<file path="src/rtl/ped_button_request_if.sv">
// Pedestrian button request bundle: raw button and ack in, debounced level,
// press pulse, latched request and press count out.
interface ped_button_request_if;
  logic       btn_raw;
  logic       ack;
  logic       btn_level;
  logic       press_pulse;
  logic       req;
  logic [3:0] press_cnt;

  modport master (
    output btn_raw,
    output ack,
    input  btn_level,
    input  press_pulse,
    input  req,
    input  press_cnt
  );

  modport slave (
    input  btn_raw,
    input  ack,
    output btn_level,
    output press_pulse,
    output req,
    output press_cnt
  );
endinterface

</file>
<file path="src/rtl/ped_button_request.sv">
// Pedestrian push-button front end: two-flop synchroniser, 4-state debounce
// FSM with one-cycle press pulse, and an ack-cleared request latch with count.
module ped_button_request #(
  parameter int              CNT_W     = 20,
  parameter logic [CNT_W-1:0] DB_CYCLES = 20'd1_000_000
) (
  input  logic                 clk,
  input  logic                 rst,
  ped_button_request_if.slave  bus
);

  localparam logic [CNT_W-1:0] CNT_ONE = {{(CNT_W-1){1'b0}}, 1'b1};
  localparam logic [CNT_W-1:0] CNT_MAX = DB_CYCLES - CNT_ONE;

  typedef enum logic [1:0] {
    IDLE_LOW  = 2'd0,
    WAIT_HIGH = 2'd1,
    IDLE_HIGH = 2'd2,
    WAIT_LOW  = 2'd3
  } state_e;

  logic             s1_q;
  logic             btn_s_q;
  state_e           state_q, state_d;
  logic [CNT_W-1:0] cnt_q, cnt_d;
  logic             level_q, level_d;
  logic             pulse_q, pulse_d;
  logic             req_q, req_d;
  logic [3:0]       pcnt_q, pcnt_d;

  always_ff @(posedge clk or negedge rst) begin
    if (!rst) begin
      s1_q    <= 1'b0;
      btn_s_q <= 1'b0;
      state_q <= IDLE_LOW;
      cnt_q   <= '0;
      level_q <= 1'b0;
      pulse_q <= 1'b0;
      req_q   <= 1'b0;
      pcnt_q  <= 4'd0;
    end else begin
      s1_q    <= bus.btn_raw;
      btn_s_q <= s1_q;
      state_q <= state_d;
      cnt_q   <= cnt_d;
      level_q <= level_d;
      pulse_q <= pulse_d;
      req_q   <= req_d;
      pcnt_q  <= pcnt_d;
    end
  end

  always_comb begin
    state_d = state_q;
    cnt_d   = cnt_q;
    level_d = level_q;
    pulse_d = 1'b0;
    case (state_q)
      IDLE_LOW: begin
        if (btn_s_q) begin
          state_d = WAIT_HIGH;
          cnt_d   = '0;
        end
      end
      WAIT_HIGH: begin
        if (!btn_s_q) begin
          state_d = IDLE_LOW;
        end else if (cnt_q == CNT_MAX) begin
          state_d = IDLE_HIGH;
          level_d = 1'b1;
          pulse_d = 1'b1;
        end else begin
          cnt_d = cnt_q + CNT_ONE;
        end
      end
      IDLE_HIGH: begin
        if (!btn_s_q) begin
          state_d = WAIT_LOW;
          cnt_d   = '0;
        end
      end
      WAIT_LOW: begin
        if (btn_s_q) begin
          state_d = IDLE_HIGH;
        end else if (cnt_q == CNT_MAX) begin
          state_d = IDLE_LOW;
          level_d = 1'b0;
        end else begin
          cnt_d = cnt_q + CNT_ONE;
        end
      end
      default: state_d = IDLE_LOW;
    endcase
  end

  // The latch keys off the accept event itself so req and press_cnt move on
  // the same edge as the registered press pulse rises.
  always_comb begin
    req_d  = req_q;
    pcnt_d = pcnt_q;
    if (pulse_d && bus.ack) begin
      req_d  = 1'b1;
      pcnt_d = 4'd1;
    end else if (pulse_d) begin
      req_d = 1'b1;
      if (pcnt_q != 4'd15) pcnt_d = pcnt_q + 4'd1;
    end else if (bus.ack && req_q) begin
      req_d  = 1'b0;
      pcnt_d = 4'd0;
    end
  end

  assign bus.btn_level   = level_q;
  assign bus.press_pulse = pulse_q;
  assign bus.req         = req_q;
  assign bus.press_cnt   = pcnt_q;

endmodule

</file>
<file path="src/flat_wrapper.sv">
// flat-port wrapper written by rule: the top's interface ports become plain ports
module ped_button_request_flat 
#(
  parameter int              CNT_W     = 20,
  parameter logic [CNT_W-1:0] DB_CYCLES = 20'd1_000_000
)
  (clk, rst, bus_btn_raw, bus_ack, bus_btn_level, bus_press_pulse, bus_req, bus_press_cnt);
  ped_button_request_if bus_i ();
  input  logic clk;
  input  logic rst;
  input wire logic [$bits(bus_i.btn_raw)-1:0] bus_btn_raw;
  input wire logic [$bits(bus_i.ack)-1:0] bus_ack;
  output wire logic [$bits(bus_i.btn_level)-1:0] bus_btn_level;
  output wire logic [$bits(bus_i.press_pulse)-1:0] bus_press_pulse;
  output wire logic [$bits(bus_i.req)-1:0] bus_req;
  output wire logic [$bits(bus_i.press_cnt)-1:0] bus_press_cnt;
  assign bus_i.btn_raw = bus_btn_raw;
  assign bus_i.ack = bus_ack;
  assign bus_btn_level = bus_i.btn_level;
  assign bus_press_pulse = bus_i.press_pulse;
  assign bus_req = bus_i.req;
  assign bus_press_cnt = bus_i.press_cnt;
  ped_button_request #(.CNT_W(CNT_W), .DB_CYCLES(DB_CYCLES)) u_core (.clk(clk), .rst(rst), .bus(bus_i));
endmodule
</file>
<file path="config.mk">
export PLATFORM = sky130hd
export DESIGN_NAME = ped_button_request_flat
export DESIGN_NICKNAME = d
export VERILOG_FILES = /design/src/rtl/ped_button_request_if.sv /design/src/rtl/ped_button_request.sv /design/src/flat_wrapper.sv
export SDC_FILE = /design/constraint.sdc
export NUM_CORES = 1
export LEC_CHECK = 0
export ABC_AREA = 1
export CAP_MARGIN = 15
export CORE_ASPECT_RATIO = 1.2
export CORE_MARGIN = 4
export CORE_UTILIZATION = 53
export DETAILED_ROUTE_END_ITERATION = 8
export PLACE_DENSITY_LB_ADDON = 0.08
export SYNTH_ARGS = -nofsm -noshare
export SYNTH_HDL_FRONTEND = slang
export SYNTH_SLANG_ARGS = --single-unit
export TNS_END_PERCENT = 20
</file>
<file path="constraint.sdc">
create_clock -name clk -period 1.78 [get_ports clk]
set_input_delay 0.534 -clock clk [delete_from_list [all_inputs] [get_ports clk]]
set_output_delay 0.534 -clock clk [all_outputs]
set_load 0.02 [all_outputs]
</file>
; After elaboration in Yosys (flattened, before gate mapping)
; Cells that the tools add are included.
[totals]
out_inout_bits = 7
n_memories = 0
reg_bits = 31
ramBits = 0
word_cells = 61
latch_bits = 0
inputBits = 4
mem_bits_ro = 0
[op_classes]
order_cmp = 0
n_shift = 0
eq_ne = 14
bitwise = 0
n_addsub = 2
n_reduce_logical = 9
n_div = 0
mux = 28
n_mul = 0
[ops]
columns = operator, count
row1 = 2-to-1 mux 20 bit, 5
row2 = case mux 20 bit (4 select lines), 1
row3 = adder 20 x 1 -> 20 bit (second input constant), 1
row4 = == test 20 bit (second input constant), 1
row5 = 2-to-1 mux 4 bit, 4
row6 = 2-to-1 mux 2 bit, 6
row7 = 2-to-1 mux 1 bit, 10
row8 = inequality test 2 x 1 -> 1 bit (second input constant), 4
row9 = case mux 2 bit (4 select lines), 1
row10 = AND reduction 4 bit, 2
row11 = inequality test 3 bit (second input constant), 2
row12 = AND reduction 5 bit, 1
row13 = adder 4 x 1 -> 4 bit (second input constant), 1
row14 = == test 2 bit (second input constant), 2
row15 = inequality test 2 bit (second input constant), 2
row16 = inequality test 4 bit (second input constant), 1
row17 = inequality test 3 x 1 -> 1 bit (second input constant), 1
row18 = nonzero test 3 bit, 1
row19 = == test 2 x 1 -> 1 bit (second input constant), 1
row20 = logical AND 1 bit, 2
row21 = logical NOT 2 bit, 1
row22 = case mux 1 bit (2 select lines), 1
row23 = AND reduction 2 bit, 1
row24 = nonzero test 2 bit, 1

; Depth between registers and ports, before layout
[logic_depth]
depth_word = 7
mapped_depth = 11
depth_no_buf = 9

; Worst setup path before layout
; No wires, ideal clock.
[synth_timing]
path_type = register -> register
start = register u_core.cnt_q[0]
end = register u_core.cnt_q[17]
stages_incl_launch_ff = 11
synth_period_minus_slack_ns = 1.659
t_arrival_ns = 1.541
n_path_buf = 2
required_ns = 1.662
setup_time_ns = 0.118
path_slack_ns = 0.121
path_cell_list = dfrtp_1 -> ha_1 -> buf_2 -> nand3_2 -> nor2_2 -> nand3_2 -> nor2_4 -> nor2_4 -> buf_2 -> nand4_1 -> nand2_1
[synth_between]
elab_chain_cells = 4
word_cells_on_any_way = 6
classes_between = add/sub (1) / eq/ne (1) / mux (4)
[synth_lines]
columns = item, line
row1 = "start, declared", ped_button_request.sv:25  ; logic [CNT_W-1:0] cnt_q, cnt_d;
row2 = "start signal, assigned", ped_button_request.sv:45  ; cnt_q <= cnt_d;
row3 = adder 20 x 1 -> 20 bit or == test 20 bit (tied branches), -
row4 = 2-to-1 mux 20 bit (*), "ped_button_request.sv:68, ped_button_request.sv:85"
row5 = 2-to-1 mux 20 bit (on tied branches), "ped_button_request.sv:83, ped_button_request.sv:66"
row6 = case mux 20 bit (4 select lines) (*), ped_button_request.sv:58  ; case (state_q)
; Mark *: on every way between the ends. The rest lies on a longest branch, timed or not. The select of a mux whose other input is x is not followed.
; A chain may end at the register's enable or synchronous reset.

; Worst setup path after layout
[layout_timing]
start = register u_core.pulse_q, in the netlist u_core.bus.press_pulse
end = output port bus_press_pulse
[layout_lines]
columns = item, line
row1 = "start, declared", ped_button_request.sv:27  ; logic pulse_q, pulse_d;
row2 = "start signal, assigned", ped_button_request.sv:47  ; pulse_q <= pulse_d;
row3 = "end, declared", flat_wrapper.sv:14  ; output wire logic [$bits(bus_i.press_pulse)-1:0] bus_press_pulse;
; No word-level cell between the ends.

==> tab_implementation.tex <==
\begin{tabular}{lr}
\hline
Metric & Value \\
\hline
\multicolumn{2}{l}{\textbf{Outcome}} \\
Outcome & completed \\
\multicolumn{2}{l}{\textbf{Synth}} \\
Total nets after synthesis & 278 \\
Ys flop type & dfrtp\_1 \\
Library cells used by synthesis & 24 \\
Register bit count reported by yosys & 31 \\
Register area share after synthesis & 0.407 \\
Number of enable-type register cells in the synthesized netlist & 0 \\
Cell types occupying the most area after synthesis & dfrtp\_1 (41\%), nand2\_1 (18\%), nand3\_1 (9.5\%), nor2\_1 (7.3\%), inv\_1 (4.3\%) \\
Mean cell area of the mapped netlist & 7.00 um\^{}2 \\
Warning count from the yosys run & 0 \\
Proportion of synthesized flip-flops having asynchronous set or reset & 1.00 \\
Largest area contributor in the synthesized netlist & dfrtp\_1 \\
Gate count of the mapped netlist & 272 \\
Area of the mapped netlist & 1900 um\^{}2 \\
Yosys top cell area share & 0.407 \\
\multicolumn{2}{l}{\textbf{Pwr}} \\
Sequential Power Share & 0.476 \\
Switch Pwr & 0.328 mW \\
Internal & 1.20 mW \\
Overall power consumption & 1.53 mW \\
Maximum VDD drop & 0.000543 V \\
Share of total power in combinational logic & 0.058 \\
Leakage Power & 1.07 nW \\
Share of total power consumed by net switching & 0.215 \\
Clock group share of total power & 0.466 \\
Pwr dens & 689 nW/um\^{}2 \\
\multicolumn{2}{l}{\textbf{Final layout}} \\
Synth-to-Final Area Change & 16.4\% \\
Total area of multi-input combinational cells & 996 um\^{}2 \\
Final instance area & 2220 um\^{}2 \\
Fillcell total & 300 \\
Footprint of the flip-flops and latches & 776 um\^{}2 \\
Post-layout net count & 300 \\
Fraction of final layout cells with drive strength greater than 1 & 0.0983 \\
Diodes inserted & 0 \\
\multicolumn{2}{l}{\textbf{Flow run}} \\
Max-cap violations & 0 \\
\multicolumn{2}{l}{\textbf{Timing}} \\
Slew Viols, Final & 0 \\
Max Clk Rate & 0.580 GHz \\
Min cycle time layout & 1720 ps \\
Post-route fraction of the period consumed by the critical path & 0.968 \\
Final setup TNS & 0 ps \\
Final-layout worst hold slack & 349 ps \\
Number of setup violations in the final report & 0 \\
Transition time of the tightest slew-check pin & 302 ps \\
Clock Skews & 4.53 ps \\
Number of hold violations in the final report & 0 \\
Remaining max-slew budget at the tightest pin & 0.798 \\
Unrepaired setup endpoints after global routing & false \\
Minimum setup slack in the final design & 56.9 ps \\
\multicolumn{2}{l}{\textbf{Critical path}} \\
Delay of the slowest cell on the worst path & 590 ps \\
Combined buffer and inverter count along the critical path & 1 \\
Slowest CP cell & clkdlybuf4s50\_1 \\
Critical path capture point type & output pin \\
Crit path cell chain & clkdlybuf4s50\_1 \\
WS Path Type & flop to output pin \\
Endpoint of the worst-slack reg-to-reg timing path & u\_core.cnt\_q[0] \\
CP Launch Type & flop \\
Maximum fanout along the worst path & 1 \\
Crit path max-delay family & buffers and inverters \\
Arrival time at the worst endpoint & 1190 ps \\
Register-to-register path setup slack & 120 ps \\
WP data required & 1250 ps \\
Launching point of the worst reg2reg path & u\_core.cnt\_q[1] \\
Worst-case reg-to-reg path depth & 9 \\
\multicolumn{2}{l}{\textbf{Placed design}} \\
Number of port buffers & 10 \\
Pre-CTS setup slack & 72.5 ps \\
Cell Area, Placed & 2100 um\^{}2 \\
Detailed Place HPWL & 3.14 mm \\
GP Congestion & 0.918 \\
\multicolumn{2}{l}{\textbf{Global route}} \\
Antenna violations before repair & 0 \\
Via count of the first global-routing pass & 1,631 \\
First-pass GRT wire length & 7.29 mm \\
Global-route usage over all layers & 0.201 \\
Global-route congestion overflow total & 0 \\
Largest net degree at the start of global routing & 32 \\
\multicolumn{2}{l}{\textbf{Floorplan}} \\
Horizontal die dimension & 62.7 um \\
Die Y-Extent & 73.7 um \\
Floorplan die area & 4620 um\^{}2 \\
Initial core utilization & 0.561 \\
Top-Level Pins & 11 \\
Core box area & 3400 um\^{}2 \\
Standard-cell row count & 23 \\
\multicolumn{2}{l}{\textbf{Detailed routing}} \\
Detailed-route vias per instance & 5.36 \\
Average wire per standard cell & 12.8 um \\
Via total after detailed routing & 1,781 \\
Violation count after the first detailed-route iteration & 98 \\
Post-route ant nets & 0 \\
DR pass1 iterations & 4 \\
Total length of routed wires & 4.25 mm \\
Final routed DRC violation total & 0 \\
\multicolumn{2}{l}{\textbf{Clocking}} \\
Clock-pin transition on the worst setup and hold timing paths & 70 ps \\
Clk Latency, worst-skew pair & 280 ps \\
Number of clock sinks & 31 \\
Largest buffer count on any clock path & 2 \\
TritonCTS clock tree & yes \\
Level count of the clock H-tree & 2 \\
Number of buffers inserted during clock tree synthesis & 5 \\
CTS root buf & clkbuf\_8 \\
\multicolumn{2}{l}{\textbf{Worst hold path}} \\
Hold worst-path end & u\_core.btn\_s\_q \\
Worst min-delay path class & flop to flop \\
Origin of the worst min-delay path & u\_core.s1\_q \\
Hold path cells & 0 \\
\hline
\end{tabular}
cells in the final DEF (no fill, tap or decap):
cell type and count:
nor2_1 36, o21ai_0 11, nor2_4 2, dfrtp_1 31, nand3_1 36, inv_8 1, o21ai_2 1, or2_2 2
nor3_1 2, o21bai_1 2, nor2_2 2, clkdlybuf4s50_1 4, nand2_1 91, buf_4 10, nand3_2 2, inv_1 22
clkinv_2 1, and2_1 3, dlygate4sd2_1 6, buf_12 1, xor2_1 6, o21ai_1 2, nand4_1 11, ha_1 2
clkbuf_8 6, bufinv_16 1, nand3b_1 1
cells in the mapped netlist (3+ instances only):
master,number
nand2_1,91
nor2_1,37
nand3_1,36
dfrtp_1,31
inv_1,22
nand4_1,11
o21ai_0,11
xor2_1,6
and2_1,3
cells by family after synthesis:
logic type	count (synthesis)	share of synthesized area
simple gates	188	0.434
fa+ha+maj	2	0.0131
buf+inv	29	0.0710
xor+xnor	6	0.0276
flops	31	0.407
compound gates	16	0.0466
power groups by stage:
| stage | Sequential, mW | Clock [mW] | Combinational [mW] |
|---|---|---|---|
| 3_5_place_dp | 0.739 | 0 | 0.0887 |
| 3_3_place_gp | 0.739 | 0 | 0.0881 |
| 2_1_floorplan | 0.739 | 0 | 0.0473 |
| 4_1_cts | 0.726 | 0.726 | 0.0893 |
| 6_report | 0.727 | 0.711 | 0.0888 |
| 5_1_grt | 0.727 | 0.765 | 0.101 |
routing by layer:
layer  vias to the layer above  routed length (um)  part of all wire  GRT usage
met1                       810                1950              0.46      0.257
met4                         0                  76             0.018     0.0784
met2                        36                2020              0.48      0.332
li1                        925                   -                 -          -
met3                        10                 198             0.047     0.0474
met5                         -                   0                 0          0
sequential cells by signal (all words and copies together) (netlist names), named ones only:
signal / count
u_core.bus.press_cnt: 4
u_core.state_q: 1
u_core.btn_s_q: 1
u_core.s1_q: 1
u_core.bus.req: 1
u_core.bus.press_pulse: 1
u_core.cnt_q: 20
u_core.bus.btn_level: 1
stage by stage:
stage / cells / utilization
floorplan: 272 / -
global placement: 324 / 0.619
detailed placement: 324 / 0.619
CTS: 332 / 0.651
global route: 332 / 0.653
finish: 332 / 0.653
layout make-up:
cell class / count / share of cell area
clock buffer: 6 / 0.0372
sequential: 31 / 0.350
clock inverter: 2 / 0.0158
timing repair buffer: 21 / 0.0846
multi-input combinational: 212 / 0.449
inverter: 23 / 0.0423
tap: 37 / 0.0209
timing repair:
action | in CTS | in global routing
cloned | 0 | 0
setup endpoints to repair | 6 | 6
resized for setup | 6 | 2
hold buffers | 0 | 0
buffers inserted | 0 | 0
how the worst max path moves through the flow:
| stage | start | end | slack [ps] | cells after the start |
|---|---|---|---|---|
| after floorplan | u_core.cnt_q[0] | u_core.cnt_q[17] | 120 | 10 |
| after global placement | bus_ack | u_core.bus.press_cnt[3] | 120 | 6 |
| after detailed placement | bus_ack | u_core.bus.press_cnt[1] | 70 | 6 |
| after CTS | u_core.bus.press_pulse | bus_press_pulse | 50 | 1 |
| after global routing | u_core.cnt_q[1] | u_core.cnt_q[0] | 8 | 9 |
| final | u_core.bus.press_pulse | bus_press_pulse | 60 | 1 |
Note: power is estimated with default switching activity, not from simulation.
